`config.mk`:
```
export PLATFORM = sky130hd
export DESIGN_NAME = axis_out_pack
export DESIGN_NICKNAME = d
export VERILOG_FILES = /design/src/rtl/sa_pkg.sv /design/src/rtl/axis_out_pack_requant.sv /design/src/rtl/axis_out_pack.sv
export SDC_FILE = /design/constraint.sdc
export NUM_CORES = 1
export LEC_CHECK = 0
export ABC_CLOCK_PERIOD_IN_PS = 6800
export BUFFER_PORTS_ARGS = -buffer_cell sky130_fd_sc_hd__buf_2
export CORE_MARGIN = 1.5
export CORE_UTILIZATION = 60
export DETAILED_ROUTE_END_ITERATION = 10
export PLACE_DENSITY = 0.89
export SYNTH_ARGS = -nofsm -noshare
export SYNTH_HDL_FRONTEND = slang
export SYNTH_SLANG_ARGS = --single-unit
```
`constraint.sdc`:
```
create_clock -name clk -period 6.8 [get_ports clk]
set_clock_uncertainty 0.1 [all_clocks]
set_input_delay 1.36 -clock clk [delete_from_list [all_inputs] [get_ports clk]]
set_output_delay 1.36 -clock clk [all_outputs]
set_load 0.005 [all_outputs]
```
`src/rtl/sa_pkg.sv`:
```
// Shared definitions for the systolic-array datapath: hold-stage state encoding
// and elaboration-time helpers for shift width, counter width and saturation.
package sa_pkg;

    typedef enum logic {
        HOLD_EMPTY = 1'b0,
        HOLD_FULL  = 1'b1
    } hold_state_e;

    function automatic int shift_width(input int wy);
        return (wy > 1) ? $clog2(wy) : 1;
    endfunction

    function automatic int cnt_width(input int n);
        return (n > 1) ? $clog2(n) : 1;
    endfunction

    function automatic longint sat_max(input int wq);
        return (longint'(1) << (wq - 1)) - 1;
    endfunction

    function automatic longint sat_min(input int wq);
        return -(longint'(1) << (wq - 1));
    endfunction

endpackage

```
`src/rtl/axis_out_pack_requant.sv`:
```
// One-element requantizer: optional ReLU, round-half-up arithmetic right shift,
// then signed saturation from WY to WQ bits.
module requant
    import sa_pkg::*;
#(
    parameter int WY = 16,
    parameter int WQ = 8,
    parameter int SW = 4
) (
    input  logic signed [WY-1:0] v,
    input  logic [SW-1:0]        shift,
    input  logic                 relu,
    output logic signed [WQ-1:0] q
);

    localparam logic signed [WY:0] QMAX = (WY+1)'(sat_max(WQ));
    localparam logic signed [WY:0] QMIN = (WY+1)'(sat_min(WQ));

    logic signed [WY:0] v_ext;
    logic signed [WY:0] rnd;
    logic signed [WY:0] sum;
    logic signed [WY:0] shifted;

    // One guard bit keeps the rounding add from wrapping at the positive limit.
    always_comb begin
        v_ext = (relu && v[WY-1]) ? '0 : {v[WY-1], v};
        rnd = '0;
        if (shift != '0) begin
            rnd = $signed((WY+1)'(1) << (shift - SW'(1)));
        end
        sum     = v_ext + rnd;
        shifted = sum >>> shift;
        if (shifted > QMAX) begin
            q = QMAX[WQ-1:0];
        end else if (shifted < QMIN) begin
            q = QMIN[WQ-1:0];
        end else begin
            q = shifted[WQ-1:0];
        end
    end

endmodule

```
`src/rtl/axis_out_pack.sv`:
```
// Array output stage: requantizes R wide row results per input beat and
// serializes them into R/P narrow AXI-stream beats, preserving tile TLAST.
//
// state      | meaning
// HOLD_EMPTY | no input beat held; s_ready follows rstn
// HOLD_FULL  | beat held; cnt_q selects the next sub-beat to load into output
module axis_out_pack
    import sa_pkg::*;
#(
    parameter int R  = 4,
    parameter int WY = 16,
    parameter int P  = 2,
    parameter int WQ = 8
) (
    input  logic                    clk,
    input  logic                    rstn,
    input  logic                    s_valid,
    output logic                    s_ready,
    input  logic                    s_last,
    input  logic [R-1:0][WY-1:0]    s_data,
    input  logic [$clog2(WY)-1:0]   cfg_shift,
    input  logic                    cfg_relu,
    output logic                    m_valid,
    input  logic                    m_ready,
    output logic                    m_last,
    output logic [P-1:0][WQ-1:0]    m_data
);

    localparam int N  = R / P;
    localparam int SW = shift_width(WY);
    localparam int CW = cnt_width(N);

    hold_state_e             state_q;
    logic [R-1:0][WY-1:0]    hold_data_q;
    logic                    hold_last_q;
    logic                    hold_relu_q;
    logic [SW-1:0]           hold_shift_q;
    logic [CW-1:0]           cnt_q;
    logic [CW-1:0]           cnt_d;
    logic [P-1:0][WQ-1:0]    m_data_q;
    logic                    m_last_q;
    logic                    m_valid_q;

    logic                    hold_v;
    logic                    last_sub;
    logic                    load;
    logic                    accept;
    logic [P-1:0][WY-1:0]    lane_v;
    logic [P-1:0][WQ-1:0]    q_lane;

    assign hold_v   = (state_q == HOLD_FULL);
    assign last_sub = (cnt_q == CW'(N - 1));
    assign load     = hold_v && (!m_valid_q || m_ready);
    // Accepting while the final sub-beat leaves avoids a bubble between beats.
    assign s_ready  = rstn && (!hold_v || (load && last_sub));
    assign accept   = s_valid && s_ready;
    assign cnt_d    = last_sub ? '0 : cnt_q + CW'(1);

    assign m_valid  = m_valid_q;
    assign m_last   = m_last_q;
    assign m_data   = m_data_q;

    always_comb begin
        lane_v = '0;
        for (int p = 0; p < P; p++) begin
            lane_v[p] = hold_data_q[int'(cnt_q) * P + p];
        end
    end

    for (genvar p = 0; p < P; p++) begin : g_lane
        requant #(
            .WY(WY),
            .WQ(WQ),
            .SW(SW)
        ) u_requant (
            .v     (lane_v[p]),
            .shift (hold_shift_q),
            .relu  (hold_relu_q),
            .q     (q_lane[p])
        );
    end

    always_ff @(posedge clk) begin
        if (!rstn) begin
            state_q      <= HOLD_EMPTY;
            hold_data_q  <= '0;
            hold_last_q  <= 1'b0;
            hold_relu_q  <= 1'b0;
            hold_shift_q <= '0;
            cnt_q        <= '0;
            m_data_q     <= '0;
            m_last_q     <= 1'b0;
            m_valid_q    <= 1'b0;
        end else begin
            case (state_q)
                HOLD_EMPTY: if (accept) state_q <= HOLD_FULL;
                HOLD_FULL:  if (load && last_sub && !accept) state_q <= HOLD_EMPTY;
            endcase

            if (accept) begin
                hold_data_q  <= s_data;
                hold_last_q  <= s_last;
                hold_relu_q  <= cfg_relu;
                hold_shift_q <= cfg_shift;
                cnt_q        <= '0;
            end else if (load) begin
                cnt_q <= cnt_d;
            end

            if (load) begin
                m_data_q  <= q_lane;
                m_last_q  <= hold_last_q && last_sub;
                m_valid_q <= 1'b1;
            end else if (m_ready) begin
                m_valid_q <= 1'b0;
            end
        end
    end

endmodule

```
# ---- Word-level counts from Yosys, hierarchy flattened
# Cells that the tools add are included.
dict set report op_classes {
  order_cmp 6
  n_bitwise 2
  n_addsub 5
  n_reduce_logical 16
  muxes 18
  shifts 3
}
# op count
set ops {}
lappend ops {{$mux 16} 4}
lappend ops {{$mux 17} 3}
lappend ops {{$add 17x17->17} 2}
lappend ops {{$gt 17x8->1 const B} 2}
lappend ops {{$lt 17x8->1 const B} 2}
lappend ops {{$sshr 17x4->17} 2}
lappend ops {{$bmux 16 s2} 1}
lappend ops {{$mux 8} 4}
lappend ops {{$shl 1x4->17 const A} 1}
lappend ops {{$logic_and 1x1->1} 8}
lappend ops {{$mux 1} 5}
lappend ops {{$reduce_bool 4->1} 1}
lappend ops {{$sub 4x1->4 const B} 1}
lappend ops {{$add 2x1->3 const B} 1}
lappend ops {{$logic_not 1->1} 3}
lappend ops {{$lt 2x3->1 const B} 1}
lappend ops {{$lt 3x3->1 const B} 1}
lappend ops {{$logic_or 1x1->1} 2}
lappend ops {{$not 1->1} 2}
lappend ops {{$pmux 1 s2} 1}
lappend ops {{$reduce_bool 2->1} 1}
lappend ops {{$reduce_or 2->1} 1}
lappend ops {{$add 1x1->1 const B} 1}
dict set report totals {
  reg_bits 90
  out_inout_bits 19
  input_bits 74
}

# ---- Logic depth before layout (Yosys ltp)
# Gate-level depths: netlist of run 1.
dict set report logic_depth {
  ltp_word 11
  ltp_mapped 23
}

# ---- Hierarchy
# Synthesis of run 1 repeated with hierarchy kept, for this count alone.
dict set report unflattened {
  hier_cells 1038
  area_unflattened_um2 8410.6
}
# module area_per_inst_um2 cells_per_inst seq_area_each_um2 instances
set by_module_without_submodules {}
lappend by_module_without_submodules {requant 2198.4 306 0.0 2}
lappend by_module_without_submodules {axis_out_pack 4013.8 426 1801.7 1}

# ---- Worst setup path after synthesis of run 1
# Ideal clock, no wire load.
dict set report synth_timing {
  path_kind {reg-to-reg}
  from {reg hold_shift_q[0]}
  to {reg m_data_q, in the netlist m_data[2]}
  required_time_ns 6.558
  period_less_slack_ns 5.722
  path_buffers 6
  slack_ns 1.078
  arrival_time_ns 5.480
  setup_time_ns 0.142
  stages_incl_launch_ff 23
  path_cell_list {dfxtp_1 -> buf_6 -> clkbuf_1 -> inv_1 -> clkbuf_1 -> buf_1 -> clkbuf_1 -> nand2_1 -> nor2_1 -> ha_1 -> clkbuf_1 -> nand3_1 -> nor2_1 -> mux2i_4 -> o31a_1 -> o31ai_1 -> mux2_2 -> or4_4 -> mux4_2 -> mux2i_4 -> o2111ai_1 -> a2111oi_4 -> o32ai_1}
}
dict set report synth_via {
  elab_chain_len 8
  word_cells_on_any_way 10
  cone_classes {add/sub: 2; order compare: 2; shift: 2; mux: 3; reduce/logical: 1}
}
# item line
set synth_rtl {}
lappend synth_rtl {{start: declaration} axis_out_pack.sv:37} ;# logic [SW-1:0] hold_shift_q;
lappend synth_rtl {{start signal: assignment} axis_out_pack.sv:104} ;# hold_shift_q <= cfg_shift;
lappend synth_rtl {{$sub 4x1->4} axis_out_pack_requant.sv:29} ;# rnd = $signed((WY+1)'(1) << (shift - SW'(1)));
lappend synth_rtl {{$shl 1x4->17} axis_out_pack_requant.sv:29}
lappend synth_rtl {{$mux 17} axis_out_pack_requant.sv:28} ;# if (shift != '0) begin
lappend synth_rtl {{$add 17x17->17} axis_out_pack_requant.sv:31} ;# sum = v_ext + rnd;
lappend synth_rtl {{$sshr 17x4->17 *} axis_out_pack_requant.sv:32} ;# shifted = sum >>> shift;
lappend synth_rtl {{$lt 17x8->1} axis_out_pack_requant.sv:35} ;# end else if (shifted < QMIN) begin
lappend synth_rtl {{$mux 8} axis_out_pack_requant.sv:35}
lappend synth_rtl {{$mux 8 *} axis_out_pack_requant.sv:33} ;# if (shifted > QMAX) begin
lappend synth_rtl {{end signal: assignment} axis_out_pack.sv:111} ;# m_data_q <= q_lane;
lappend synth_rtl {{end: declaration} axis_out_pack.sv:40} ;# logic [P-1:0][WQ-1:0] m_data_q;
# Every way passes the cells marked *; elsewhere a longest branch is shown, timed or not.
# A chain may end at the register's enable or synchronous reset.

# ---- Final worst setup path of run 1
dict set report layout_timing {
  from {reg cnt_q}
  to {reg m_data_q, in the netlist m_data[11]}
}
dict set report layout_via {
  elab_chain_len 11
  word_cells_on_any_way 12
  cone_classes {add/sub: 2; order compare: 2; shift: 1; mux: 6; reduce/logical: 1}
}
# item line
set layout_rtl {}
lappend layout_rtl {{start: declaration} axis_out_pack.sv:38} ;# logic [CW-1:0] cnt_q;
lappend layout_rtl {{start signal: assignment} axis_out_pack.sv:107} ;# cnt_q <= cnt_d;
lappend layout_rtl {{$add 2x1->3 *} axis_out_pack.sv:66} ;# lane_v[p] = hold_data_q[int'(cnt_q) * P + p];
lappend layout_rtl {{$bmux 16 s2 *} axis_out_pack.sv:66}
lappend layout_rtl {{$mux 16 (implied by the code) * (2 in series)} axis_out_pack.sv:66}
lappend layout_rtl {{$logic_and 1x1->1} axis_out_pack_requant.sv:26} ;# v_ext = (relu && v[WY-1]) ? '0 : {v[WY-1], v};
lappend layout_rtl {{$mux 17 *} axis_out_pack_requant.sv:26}
lappend layout_rtl {{$add 17x17->17 *} axis_out_pack_requant.sv:31}
lappend layout_rtl {{$sshr 17x4->17 *} axis_out_pack_requant.sv:32}
lappend layout_rtl {{$lt 17x8->1} axis_out_pack_requant.sv:35}
lappend layout_rtl {{$mux 8} axis_out_pack_requant.sv:35}
lappend layout_rtl {{$mux 8 *} axis_out_pack_requant.sv:33}
# Every way passes the cells marked *; elsewhere a longest branch is shown, timed or not. The select of a mux whose other input is x is not followed.

==> summary.txt, run 1 <==
Run status = completed
Number of hold violations in the final report = 0
Yosys top cell area share = 22.8%
Setup violations, final = 0
Unrepaired setup endpoints after global routing = no
#FFs+latches synth = 90
PnR worst setup slack = 0.783 ns
Cell chain of the critical path = mux2i_1, nor2b_1, nor2_1, ha_1, a31oi_1, a311oi_1, o31ai_1, a211oi_1, nor3b_1, o21ai_0, mux2i_1, a41oi_1, o31ai_2, o22ai_1
First drt pass iteration count = 6
Number of CTS-inserted buffers = 9
Area grow syn2layout = 9.81%
CTS tree = done
Post-layout minimum cycle time = 6.02 ns
Biggest area consumer among synthesized cells = dfxtp_1
Post CTS Setup Buffer Count = 0
I/O pin cnt = 93
Biggest cell delay along the critical path = 0.71 ns
Antenna violations before repair = 0
Post-synthesis area per instance = 7.20 um2
Sequential cell area = 0.00180 mm2
Via density per instance = 6.61
Floorplan row count = 41
Number of cells produced by synthesis = 1,100
Part of the cycle the worst path needs = 88.5%
Worst-Margin Slew = 0.940 ns
Global route overflow = 0
Multi-input combinational cell area = 0.00571 mm2
Width of the chip = 118 um
Cells resized by post-CTS repair = 0
Placed Instance Area = 0.00838 mm2
Hold buffer count at CTS = 0
Most used cell along the critical path = mux2i_1
PD cells = 197 mW/mm2
Cells taking the most area after synthesis = dfxtp_1 23%, nand2_1 11%, o21ai_0 7.3%
Source-to-sink clock delay at the later pin of the worst-skew pair = 0.36 ns
Critical path class = flip-flop to flip-flop
Startpoint types = flip-flop
Post-synth top cells = 224 x nand2_1, 116 x o21ai_0, 94 x nor2_1
Most common cell in the netlist = nand2_1
Total non-filler cell area in the finished layout = 0.00870 mm2
Die area = 0.0139 mm2
Critical Path Slowest Stage Cell = dfxtp_2
Share of synthesized flip-flops with an asynchronous set or reset = 0%
Post-synth EDFFs = 0
Via total after detailed routing = 8,671
Setup TNS after final layout = 0 ns
Fraction of final layout cells with drive strength greater than 1 = 14.7%
Initial standard-cell utilization of the core = 62.0%
Achievable frequency = 166 MHz
Sequential cell area fraction in the yosys report = 22.8%
HPWL Detailed = 18,400 um
Sum of routed wire length over all layers = 24,500 um
Most used flip-flop cell after synthesis = dfxtp_1
Number of global-route vias before repair = 7,791
Kind of end point of the critical path = flip-flop
Clock Tree Root = clkbuf_16
Worst-case vdd ir drop = 0.184 mV
Die height = 118 um
Number of pins exceeding their max-slew limit in the final report = 0
Overall power = 1.71 mW
Required time worst endpoint = 6.92 ns
DRT iter0 DRCs = 1,102
Worst slack after detailed placement = 1.01 ns
Maxcap violations = 0
Placeable Area = 0.0128 mm2
Number of diodes added for antenna fixing = 0
Layout fillers = 1,078
Warnings from Yosys = 0
Count of nets after finishing = 1,235
Number of clock sinks = 90
Clock H-tree levels = 3
Peak fanout along the critical path = 24
Library cells used by synthesis = 89
Remaining number of nets flagged by the antenna check after routing = 0
Quantity of I/O buffers inserted on ports = 92
Largest net degree at the start of global routing = 102
LEAKAGE = 3.44 nW
Routability Congestion = 0.968
Syn Std Cell Area = 0.00792 mm2
Total routing resource utilization after global routing = 34.7%
Clock transition at the registers of the reported paths = 0.07 ns
Wire length of the first global-routing pass = 39,200 um
Maximum clock insertion buffer count = 2
Class of the tightest hold or removal check = flip-flop to flip-flop
Worst-case headroom to the max-slew limit = 37.1%
DRC viols = 0
Worst Path Arrival = 6.14 ns
Post-detailed-route wirelength per cell = 18.7 um
final timing paths:
check	startpoint	depth (start not counted)	slack, ns	to
min	hold_data_q[7]$_SDFFE_PN0P_	2	0.36	hold_data_q[7]$_SDFFE_PN0P_
max reg2reg	cnt_q$_SDFFE_PP0P_	14	0.78	m_data[11]$_SDFFE_PN0P_
max	cnt_q$_SDFFE_PP0P_	14	0.78	m_data[11]$_SDFFE_PN0P_
min reg2reg	hold_data_q[7]$_SDFFE_PN0P_	2	0.36	hold_data_q[7]$_SDFFE_PN0P_
layout by cell type, fill, tap and decap left out, types with 14 or more instances in the layout:
cell type / Yosys / routed
buf_2: 8 / 92
a21oi_1: 50 / 50
mux2i_1: 43 / 43
nor2_1: 94 / 94
dfxtp_1: 90 / 89
xnor2_1: 30 / 30
a211oi_1: 15 / 15
nand3_1: 21 / 21
nand2_1: 224 / 224
o211ai_1: 17 / 17
nor2b_1: 14 / 14
ha_1: 26 / 26
o21ai_0: 116 / 116
inv_1: 20 / 20
buf_4: 1 / 14
metrics by stage:
step           instances  hold slack [ns]  util (%)
2_1_floorplan       1101            0.331         -
3_3_place_gp        1296            0.341      65.6
3_5_place_dp        1296            0.349      65.6
4_1_cts             1312            0.357      68.1
5_1_grt             1312            0.378      68.1
6_report            1312            0.357      68.1
where the power goes:
part / total (mW) / internal [mW] / leakage (nW) / switching [mW]
clock: 0.535 / 0.302 / 0.153 / 0.233
combinational: 0.559 / 0.214 / 2.54 / 0.345
sequential: 0.617 / 0.574 / 0.743 / 0.0425
total: 1.71 / 1.09 / 3.44 / 0.620
cell families after synthesis:
| logic type | count (synthesis) | share of synthesized area [%] |
|---|---|---|
| XOR/XNOR | 37 | 4.09 |
| AND/OR/NAND/NOR | 426 | 23.7 |
| AO/OA/AOI/OAI | 349 | 30.1 |
| other | 1 | 0.0474 |
| multiplexers | 61 | 9.18 |
| buffers and inverters | 104 | 5.20 |
| adder cells (fa/ha/maj) | 32 | 4.87 |
| flip-flops | 90 | 22.8 |
layer usage:
layer,GRT usage (%),part of all wire (%),vias to the layer above
li1,-,-,4081
met1,46.0,41,4002
met2,53.9,44,486
met3,7.90,9.9,100
met4,14.9,4.3,2
met5,0,0.053,-
worst max-delay path: cells and delay by family, from the launching register on:
kind | cells | cell delay [ns]
compound gates | 8 | 2.57
fa+ha+maj | 1 | 0.41
flops | 1 | 0.71
mux | 2 | 0.56
simple gates | 3 | 1.53
flip-flops by register name (all words and copies together), names as in the netlist:
| register | flops |
|---|---|
| cnt_q | 1 |
| m_valid | 1 |
| hold_last_q | 1 |
| hold_relu_q | 1 |
| hold_data_q | 64 |
| m_last | 1 |
| hold_shift_q | 4 |
| m_data | 16 |
| hold_v | 1 |
final cells by class:
cell class	instances	area share, %
multi-input cells	907	65.7
flip-flops and latches	90	20.7
repair buffers	106	6.50
clock buffers	10	2.75
well taps	172	2.47
clock inverters	6	0.921
inverters	21	0.906
No activity file was read; power rests on OpenSTA's default activity.
==> run 2: changes to the inputs <==
Settings changed: REMOVE_ABC_BUFFERS set to 1.
==> run 2 against run 1 <==
First-iteration DRC count down 26%. Sequential share of layout area is 0.075 points higher. Combinational power decreased by 1%. Clock-buffer cell count increased by 1. Total power is 4.1% lower. Non-clock buffer count rose by 1. Largest power group unchanged.
==> summary.txt, run 2 (synthesis results as in run 1) <==
I/O pin cnt = 93 (unchanged)
R2r worst-path depth = 16 (+2)
HPWL Detailed = 17,300 um (-5.9%)
Filler-free cell count of the finished design = 1,313 (+0.076%)
Sum of routed wire length over all layers = 23,100 um (-5.7%)
Clock H-tree levels = 3 (unchanged)
Number of diodes added for antenna fixing = 0 (unchanged)
Worst-case headroom to the max-slew limit = 38.9% (+1.8 points)
Sw Share = 36.1% (-0.15 points)
Required time worst endpoint = 6.92 ns (about the same)
Post-layout minimum cycle time = 5.75 ns (-0.267 ns)
Routability Congestion = 1.06 (+9.8%)
Unrepaired setup endpoints after global routing = no
Number of hold violations in the final report = 0 (unchanged)
Wire length of the first global-routing pass = 38,400 um (-1.9%)
Number of instances on the worst hold path = 2 (unchanged)
Number of clock sinks = 90 (unchanged)
Run status = completed
Crit path to = m_data[6]$_SDFFE_PN0P_
Number of pins exceeding their max-slew limit in the final report = 0 (unchanged)
DRC viols = 0 (unchanged)
Setup violations, final = 0 (unchanged)
Number of CTS-inserted buffers = 9 (unchanged)
Startpoint types = flip-flop
Total routing resource utilization after global routing = 33.3% (-1.3 points)
Maximum clock insertion buffer count = 2 (unchanged)
Biggest cell delay along the critical path = 0.66 ns (-0.05 ns)
Via density per instance = 6.42 (-2.9%)
Worst Path Arrival = 5.87 ns (-0.27 ns)
PnR worst setup slack = 1.05 ns (+0.267 ns)
Achievable frequency = 174 MHz (+4.6%)
Critical Path Slowest Stage Cell = nor2b_1
Layout fillers = 1,143 (+6.0%)
Maxcap violations = 0 (unchanged)
Clock Tree Root = clkbuf_16
Worst-case vdd ir drop = 0.168 mV (-9.1%)
Count of nets after finishing = 1,236 (+0.081%)
Share of power burned in the clock network = 29.6% (-1.7 points)
Antenna violations before repair = 0 (unchanged)
End of the worst register-to-register path = m_data[6]$_SDFFE_PN0P_
Cell chain of the critical path = mux2i_1, nor2b_1, nor2_1, ha_1, nand3_1, nor2_1, mux2_4, nand2_1, o31ai_1, mux2_2, or4_4, mux4_2, mux2i_4, o2111ai_1, a2111oi_4, o32ai_1
Area grow syn2layout = 9.42%
Class of the tightest hold or removal check = flip-flop to flip-flop
Part of the cycle the worst path needs = 84.6% (-3.9 points)
Reg-to-reg setup timing slack = 1.05 ns (+0.27 ns)
Number of global-route vias before repair = 7,691 (-1.3%)
Via total after detailed routing = 8,430 (-2.8%)
CTS tree = done
Cell count after placement = 1,297 (+0.077%)
Global route overflow = 0 (unchanged)
Placeable Area = 0.0128 mm2 (unchanged)
Post-detailed-route wirelength per cell = 17.6 um (-5.7%)
Quantity of I/O buffers inserted on ports = 92 (unchanged)
Largest net degree at the start of global routing = 89 (-13%)
Net switching power of the design = 0.592 mW (-4.5%)
Critical register-to-register path startpoint = cnt_q$_SDFFE_PP0P_
DRT iter0 DRCs = 814 (-26%)
Worst setup startpoint = cnt_q$_SDFFE_PP0P_
Initial standard-cell utilization of the core = 62.0% (unchanged)
Power share of the combinational group = 33.7% (+1.0 points)
Hold buffer count at CTS = 0 (unchanged)
Overall power = 1.64 mW (-4.1%)
Worst-Margin Slew = 0.909 ns (-0.0307 ns)
LEAKAGE = 3.42 nW (-0.42%)
Source-to-sink clock delay at the later pin of the worst-skew pair = 0.36 ns (about the same)
Layout Utilization = 67.8% (-0.24 points)
Width of the chip = 118 um (unchanged)
Commonest non-fill, non-tap cells in the layout = 224 x nand2_1, 116 x o21ai_0, 94 x nor2_1
Final hold slack = 0.358 ns (+0.00101 ns)
PD cells = 189 mW/mm2 (-3.8%)
Internal Pwr Total = 1.05 mW (-3.9%)
Critical path class = flip-flop to flip-flop
Setup TNS after final layout = 0 ns (unchanged)
Cells resized by post-CTS repair = 0 (unchanged)
Placed Instance Area = 0.00838 mm2 (about the same)
Peak fanout along the critical path = 11 (-54%)
First drt pass iteration count = 7 (+1)
Sequential share of power = 36.8% (+0.7 points)
Die height = 118 um (unchanged)
Remaining number of nets flagged by the antenna check after routing = 0 (unchanged)
Kind of end point of the critical path = flip-flop
Largest register by flop count = hold_data_q
Die area = 0.0139 mm2 (unchanged)
Total non-filler cell area in the finished layout = 0.00866 mm2 (-0.36%)
Fraction of final layout cells with drive strength greater than 1 = 14.7% (about the same)
Clock transition at the registers of the reported paths = 0.07 ns (about the same)
Floorplan row count = 41 (unchanged)
Flip-flop count of the largest register, all copies and words added = 64 (unchanged)
Post CTS Setup Buffer Count = 0 (unchanged)
Most common library cell in the layout ignoring fill and taps = nand2_1
Most used cell along the critical path = nor2_1
Worst slack after detailed placement = 1.13 ns (+0.125 ns)
## run 2: cell types whose count changed in the layout (fill, tap and decap cells not counted), sizes merged
cell      delta
buf          +1
bufinv       -1
clkbuf       +1
clkinvlp     +1
inv          -1
## run 2: worst min path at each step
stage | from | to | slack, ns
after floorplan | hold_data_q[17]$_SDFFE_PN0P_ | hold_data_q[17]$_SDFFE_PN0P_ | 0.33
after global placement | hold_data_q[5]$_SDFFE_PN0P_ | hold_data_q[5]$_SDFFE_PN0P_ | 0.34
after detailed placement | hold_data_q[6]$_SDFFE_PN0P_ | hold_data_q[6]$_SDFFE_PN0P_ | 0.35
after CTS | hold_data_q[14]$_SDFFE_PN0P_ | hold_data_q[14]$_SDFFE_PN0P_ | 0.36
after global routing | hold_data_q[52]$_SDFFE_PN0P_ | hold_data_q[52]$_SDFFE_PN0P_ | 0.38
final | hold_data_q[14]$_SDFFE_PN0P_ | hold_data_q[14]$_SDFFE_PN0P_ | 0.36
## run 2: final cells by class
class / instances / area [um2] / area share, %
Multi-Input combinational cell: 907 / 5710 / 65.9
Inverter: 21 / 78.8 / 0.910
Timing Repair Buffer: 107 / 573 / 6.61
Sequential cell: 90 / 1800 / 20.8
Tap cell: 172 / 215 / 2.48
Clock buffer: 11 / 243 / 2.80
Clock inverter: 5 / 37.5 / 0.433
## run 2: metal layers
metal  vias to the layer above  track usage, %  routed length, um
met5                         -               0                  0
li1                       4079               -                  -
met1                      3864            45.4              10200
met2                       420            51.4              10200
met3                        67            6.73               2010
met4                         0            13.9                757
## run 2: worst max-delay path: cells and delay by family (launching register included)
| kind | cells | cell delay, ns |
|---|---|---|
| flops | 1 | 0.50 |
| mux | 5 | 1.46 |
| simple gates | 6 | 1.83 |
| fa+ha+maj | 1 | 0.47 |
| compound gates | 4 | 1.22 |
## run 2: power by group through the flow
stage | sequential [mW] | clock, mW | combinational (mW)
2_1_floorplan | 0.628 | 0 | 0.360
3_3_place_gp | 0.612 | 0 | 0.527
3_5_place_dp | 0.614 | 0 | 0.533
4_1_cts | 0.602 | 0.485 | 0.538
5_1_grt | 0.608 | 0.511 | 0.603
6_report | 0.603 | 0.485 | 0.552
